$ cat src/rtl/fsm_stream_arbiter.sv
// fsm_stream_arbiter
// Round-robin time-sharing controller for one 4-state Mealy bit-transducer.
// Up to N_REQ requesters submit WORD_W-bit words. The granted word is
// serialised LSB-first through the transducer, and the output bits are
// returned as a parallel result.
//
// Optional feature, macro FSM_CTX_SAVE_EN:
//   defined     -> per-requester 2-bit transducer context is saved at the end
//                  of each job and restored at the start of that requester's
//                  next job.
//   not defined -> every job starts the transducer from S0.
//
// Handshake (req/grant): req is a level request. In IDLE the controller
// samples req and data_in on one edge. It then raises grant for the chosen
// requester for WORD_W+1 cycles, and the word is captured on that same edge.
// While a job runs, req and data_in are ignored. done pulses for one cycle,
// with result and done_id valid, during the last granted cycle.
module fsm_stream_arbiter #(
  parameter int N_REQ  = 2,
  parameter int WORD_W = 8
) (
  input  logic                    clk,
  input  logic                    reset,
  input  logic [N_REQ-1:0]        req,
  input  logic [N_REQ*WORD_W-1:0] data_in,
  output logic [N_REQ-1:0]        grant,
  output logic                    busy,
  output logic                    done,
  output logic [1:0]              done_id,
  output logic [WORD_W-1:0]       result,
  output logic [1:0]              tx_state
);

  localparam int CNT_W = (WORD_W > 1) ? $clog2(WORD_W) : 1;

  typedef enum logic [1:0] {
    IDLE  = 2'b00,
    SHIFT = 2'b01,
    DONE  = 2'b10
  } ctrl_t;

  ctrl_t             ctrl;
  logic [1:0]        rr_ptr;
  logic [1:0]        owner;
  logic [WORD_W-1:0] word;
  logic [WORD_W-1:0] shadow;
  logic [CNT_W-1:0]  cnt;

`ifdef FSM_CTX_SAVE_EN
  logic [1:0] ctx [N_REQ];
`endif

  logic              pick_found;
  logic [1:0]        pick_idx;
  logic [1:0]        next_ptr;
  logic [WORD_W-1:0] sel_word;
  logic [1:0]        start_state;
  logic              bit_in;
  logic              tx_out;
  logic [1:0]        tx_nxt;
  logic [WORD_W-1:0] shadow_next;
  logic              last_bit;

  // Round-robin pick: first asserted req at or above rr_ptr, wrapping
  always_comb begin
    pick_found = 1'b0;
    pick_idx   = 2'b00;
    for (int k = 0; k < N_REQ; k++) begin
      for (int j = 0; j < N_REQ; j++) begin
        if (!pick_found && req[j] && (j == ((int'(rr_ptr) + k) % N_REQ))) begin
          pick_found = 1'b1;
          pick_idx   = 2'(j);
        end
      end
    end
    next_ptr = (pick_idx == 2'(N_REQ - 1)) ? 2'b00 : pick_idx + 2'b01;
  end

  // Select the winner's word and its starting transducer state
  always_comb begin
    sel_word    = '0;
    start_state = 2'b00;
    for (int i = 0; i < N_REQ; i++) begin
      if (pick_idx == 2'(i)) begin
        sel_word = data_in[i*WORD_W +: WORD_W];
`ifdef FSM_CTX_SAVE_EN
        start_state = ctx[i];
`endif
      end
    end
  end

  // Mealy transducer: next state and output for the current bit
  always_comb begin
    bit_in = word[cnt];
    tx_out = bit_in;
    tx_nxt = 2'b00;
    case (tx_state)
      2'b00: tx_nxt = bit_in ? 2'b01 : 2'b00;
      2'b01: begin
        tx_nxt = bit_in ? 2'b11 : 2'b10;
        tx_out = ~bit_in;
      end
      2'b10: tx_nxt = bit_in ? 2'b11 : 2'b00;
      2'b11: tx_nxt = bit_in ? 2'b00 : 2'b11;
      default: tx_nxt = 2'b00;
    endcase
    shadow_next      = shadow;
    shadow_next[cnt] = tx_out;
    last_bit         = (cnt == CNT_W'(WORD_W - 1));
  end

  // Controller FSM with registered outputs; reset overrides everything
  always_ff @(posedge clk) begin
    if (reset) begin
      ctrl     <= IDLE;
      grant    <= '0;
      busy     <= 1'b0;
      done     <= 1'b0;
      done_id  <= 2'b00;
      result   <= '0;
      tx_state <= 2'b00;
      rr_ptr   <= 2'b00;
      owner    <= 2'b00;
      word     <= '0;
      shadow   <= '0;
      cnt      <= '0;
`ifdef FSM_CTX_SAVE_EN
      for (int i = 0; i < N_REQ; i++) ctx[i] <= 2'b00;
`endif
    end else begin
      done <= 1'b0;
      case (ctrl)
        IDLE: begin
          if (pick_found) begin
            word     <= sel_word;
            tx_state <= start_state;
            grant    <= N_REQ'(1) << pick_idx;
            busy     <= 1'b1;
            cnt      <= '0;
            owner    <= pick_idx;
            rr_ptr   <= next_ptr;
            ctrl     <= SHIFT;
          end
        end
        SHIFT: begin
          shadow   <= shadow_next;
          tx_state <= tx_nxt;
          cnt      <= cnt + 1'b1;
          if (last_bit) begin
            ctrl    <= DONE;
            done    <= 1'b1;
            result  <= shadow_next;
            done_id <= owner;
`ifdef FSM_CTX_SAVE_EN
            for (int i = 0; i < N_REQ; i++) begin
              if (owner == 2'(i)) ctx[i] <= tx_nxt;
            end
`endif
          end
        end
        DONE: begin
          ctrl  <= IDLE;
          grant <= '0;
          busy  <= 1'b0;
        end
        default: ctrl <= IDLE;
      endcase
    end
  end

endmodule
$ cat config.mk
export PLATFORM = sky130hd
export DESIGN_NAME = fsm_stream_arbiter
export DESIGN_NICKNAME = d
export VERILOG_FILES = /design/src/rtl/fsm_stream_arbiter.sv
export SDC_FILE = /design/constraint.sdc
export NUM_CORES = 1
export LEC_CHECK = 0
export CORE_MARGIN = 3
export CORE_UTILIZATION = 30
export CTS_CLUSTER_DIAMETER = 60
export DETAILED_ROUTE_END_ITERATION = 12
export GPL_TIMING_DRIVEN = 0
export PLACE_DENSITY_LB_ADDON = 0.25
export SLEW_MARGIN = 10
export SYNTH_ARGS = -nofsm -noshare
export SYNTH_HDL_FRONTEND = slang
export SYNTH_SLANG_ARGS = --single-unit
$ cat constraint.sdc
create_clock -name clk -period 2.2 [get_ports clk]
set_input_delay 0.44 -clock clk [delete_from_list [all_inputs] [get_ports clk]]
set_output_delay 0.44 -clock clk [all_outputs]
set_load 0.01 [all_outputs]
==> impl_metrics.env <==
export IMPL_p_leak_nw=0.806
export IMPL_slew_violations=0
export IMPL_wl_per_cell_um=13.8
export IMPL_reg2reg_slack_ns=0.09
export IMPL_gr_total_overflow=0
export IMPL_grt_pass1_wl_mm=6.89
export IMPL_antenna_found_initial=0
export IMPL_critical_path_max_fanout=9
export IMPL_avgViaCountPerCell=5.01
export IMPL_grt_pass1_vias=1392
export IMPL_first_pass_iters=4
export IMPL_die_h_um=80.3
export IMPL_min_path_type="reg -> reg"
export IMPL_reg2regPathDepth=5
export IMPL_arrival_ns=2.31
export IMPL_crit_chain="mux4_1 > mux2_4 > ha_4 > mux2i_1 > a211oi_1"
export IMPL_cts_sinks=38
export IMPL_rsz0062_at_grt="false"
export IMPL_placed_cell_area_um2=2070
export IMPL_p_per_area_nw_per_um2=667
export IMPL_run_status="completed"
export IMPL_num_vias=1438
export IMPL_diodes=0
export IMPL_max_cap_viol_count=0
export IMPL_yosys_warnings=0
export IMPL_synth_area_mux_share=0.116
export IMPL_die_area_um2=6440
export IMPL_ctsHoldBuffers=0
export IMPL_path_class="reg -> reg"
export IMPL_globalplace_congestion=0.746
export IMPL_cp_slowest_cell="mux4_1"
export IMPL_cts_buffers=5
export IMPL_cpPeakStageDelay_ns=0.60
export IMPL_core_um2=5240
export IMPL_critPathLaunch="cnt[0]$_SDFFE_PP0P_"
export IMPL_synthAdderAreaFrac=0.0227
export IMPL_syn_nets=200
export IMPL_die_w_um=80.3
export IMPL_async_reset_ff_frac=0
export IMPL_drt_iter0_markers=107
export IMPL_crit_path_end_kind="flip-flop"
export IMPL_grt_use_total=0.139
export IMPL_ant_nets=0
export IMPL_skew_ns=0.0107
export IMPL_timing_critical_path_to="shadow[2]$_SDFFE_PP0P_"
export IMPL_synth_cell_types=31
export IMPL_r2r_end="shadow[2]$_SDFFE_PP0P_"
export IMPL_setup_viol=0
export IMPL_port_buffers=33
export IMPL_slew_limit_headroom=0.556
export IMPL_ir_drop_v=0.000318
export IMPL_synth_compound_area_frac=0.182
export IMPL_synthFlopType="dfxtp_1"
export IMPL_timing_rr_start="cnt[0]$_SDFFE_PP0P_"
export IMPL_hold_path_depth=2
export IMPL_synth_edff_count=0
export IMPL_fillers=528
export IMPL_synthXorXnorAreaFrac=0
export IMPL_nNetsFinal=239
export IMPL_hpwl_mm=2.74
export IMPL_syn_area_um2=1660
export IMPL_cts_root_buf="clkbuf_8"
export IMPL_path_clk_slew_ns=0.08
export IMPL_drc=0
export IMPL_worstMarginPinSlew_ns=0.666
export IMPL_cts_setup_buffers=0
export IMPL_clock_path_buffers=2
export IMPL_start_util=0.316
export IMPL_fin_area_um2=2200
export IMPL_pin_count=36
export IMPL_min_period_ns=2.11
export IMPL_cts_tree="built"
export IMPL_required_ns=2.40
export IMPL_utilization=0.420
export IMPL_syn_to_final_growth_pct=33.0
export IMPL_postSynthAreaPerCell_um2=9.35
export IMPL_netlist_area_leader_share=0.460
export IMPL_yosys_area_share_simple=0.175
export IMPL_ys_top_cells_by_count="dfxtp_1 (38), nor2_1 (36), a211oi_1 (15), clkbuf_1 (11), mux2i_1 (11)"
export IMPL_crit_path_start_kind="flip-flop"
export IMPL_synth_area_leaders="dfxtp_1 (46%), nor2_1 (8.2%), a211oi_1 (6.8%)"
export IMPL_num_rows=26
export IMPL_period_share=0.958
export IMPL_final_layout_size_suffix_gt1_frac=0.0922
export IMPL_clk_latency_ns=0.29
export IMPL_fmax_mhz=474
export IMPL_hold_violations=0
export IMPL_netlist_top_cell_by_area="dfxtp_1"
export IMPL_synthCells=177
export IMPL_drt_wl_total_mm=3.97
export IMPL_cts_htree_levels=2
export IMPL_synth_top_family_by_area="compound AO/OA/AOI/OAI gates"
export IMPL_ys_seq_area_frac=0.460
export IMPL_grt_max_degree=13
export IMPL_synth_most_common_cell="dfxtp_1"
export IMPL_ys_ff_latch=38
power breakdown:
part | internal, mW | leakage [nW] | switching, mW | total (mW)
clock | 0.252 | 0.0472 | 0.252 | 0.504
combinational | 0.106 | 0.448 | 0.111 | 0.217
sequential | 0.724 | 0.311 | 0.0240 | 0.748
total | 1.08 | 0.806 | 0.386 | 1.47
registers in the layout (all words and copies together), names as in the netlist:
| register | count |
|---|---|
| ctrl | 2 |
| rr_ptr | 1 |
| tx_state | 2 |
| word | 8 |
| result | 8 |
| done | 1 |
| owner | 1 |
| shadow | 8 |
| grant | 2 |
| done_id | 1 |
| cnt | 3 |
| busy | 1 |
cell type report:
type                       count  area [um^2]  share of cell area
tap                           70         87.6              0.0398
clock inverter                 2         12.5             0.00568
multi-input combinational    122          860               0.390
inverter                       2         7.51             0.00341
buffer                        14         60.1              0.0273
timing repair buffer          33          330               0.150
sequential                    38          762               0.346
clock buffer                   6         82.6              0.0375
worst min path at each step:
stage,startpoint,endpoint,slack [ns]
2_1_floorplan,owner[0]$_SDFFE_PP0P_,owner[0]$_SDFFE_PP0P_,0.46
3_3_place_gp,busy$_SDFFE_PP0P_,busy$_SDFFE_PP0P_,0.46
3_5_place_dp,busy$_SDFFE_PP0P_,busy$_SDFFE_PP0P_,0.46
4_1_cts,busy$_SDFFE_PP0P_,busy$_SDFFE_PP0P_,0.47
5_1_grt,busy$_SDFFE_PP0P_,busy$_SDFFE_PP0P_,0.51
6_report,busy$_SDFFE_PP0P_,busy$_SDFFE_PP0P_,0.47
worst max-delay path, delay by kind of cell, from the launching register on:
family / cells / cell delay [ns]
multiplexers: 3 / 1.02
flip-flops: 1 / 0.39
AO/OA/AOI/OAI: 1 / 0.26
adder cells (fa/ha/maj): 1 / 0.33
timing repair:
| action | 4_1_cts | 5_1_grt |
|---|---|---|
| pin swaps | 0 | 0 |
| endpoints found under the setup margin | 16 | 10 |
| resized for setup | 4 | 3 |
layout by cell type, fill, tap and decap left out, types with 2 or more instances in the layout:
| cell | netlist | routed |
|---|---|---|
| nor3b_1 | 2 | 2 |
| a211oi_2 | 0 | 2 |
| buf_2 | 2 | 2 |
| nand2_1 | 9 | 9 |
| and2_1 | 2 | 2 |
| clkdlybuf4s50_1 | 0 | 33 |
| mux2_4 | 2 | 2 |
| clkbuf_8 | 0 | 6 |
| a211oi_1 | 15 | 13 |
| nand3_1 | 3 | 3 |
| a31oi_1 | 3 | 3 |
| ha_1 | 3 | 2 |
| dfxtp_1 | 38 | 37 |
| nand2b_1 | 3 | 3 |
| clkbuf_1 | 11 | 9 |
| mux4_1 | 2 | 2 |
| nor2_1 | 36 | 36 |
| mux2i_1 | 11 | 11 |
| nand3b_1 | 3 | 3 |
| a222oi_1 | 8 | 8 |
| a21oi_1 | 7 | 7 |
| inv_1 | 2 | 2 |
| nor2b_1 | 4 | 4 |
logic make-up (layout without fill, tap and decap cells):
kind of cell	Yosys count	in the layout
multiplexers	15	15
buffers and inverters	17	57
adder cells (fa/ha/maj)	3	3
flip-flops	38	38
AND/OR/NAND/NOR	64	64
AO/OA/AOI/OAI	39	39
other	1	1
metrics by stage:
stage | setup WS (ns) | hold slack (ns) | total power, mW | instances | TNS, ns
2_1_floorplan | 0.0600 | 0.457 | 0.887 | 177 | 0
3_3_place_gp | -0.340 | 0.459 | 0.969 | 280 | -6.27
3_5_place_dp | -0.349 | 0.457 | 0.971 | 280 | -6.59
4_1_cts | 0.0671 | 0.467 | 1.48 | 287 | 0
5_1_grt | 0.00131 | 0.513 | 1.54 | 287 | 0
6_report | 0.0916 | 0.467 | 1.47 | 287 | 0
layer usage:
layer | vias to the layer above | GRT usage | wire length [um]
met2 | 32 | 0.217 | 1820
met5 | - | 0 | 0
li1 | 716 | - | -
met1 | 685 | 0.186 | 1910
met4 | 0 | 0.0507 | 69
met3 | 5 | 0.0348 | 165
Power figures use the tool's default switching activity.
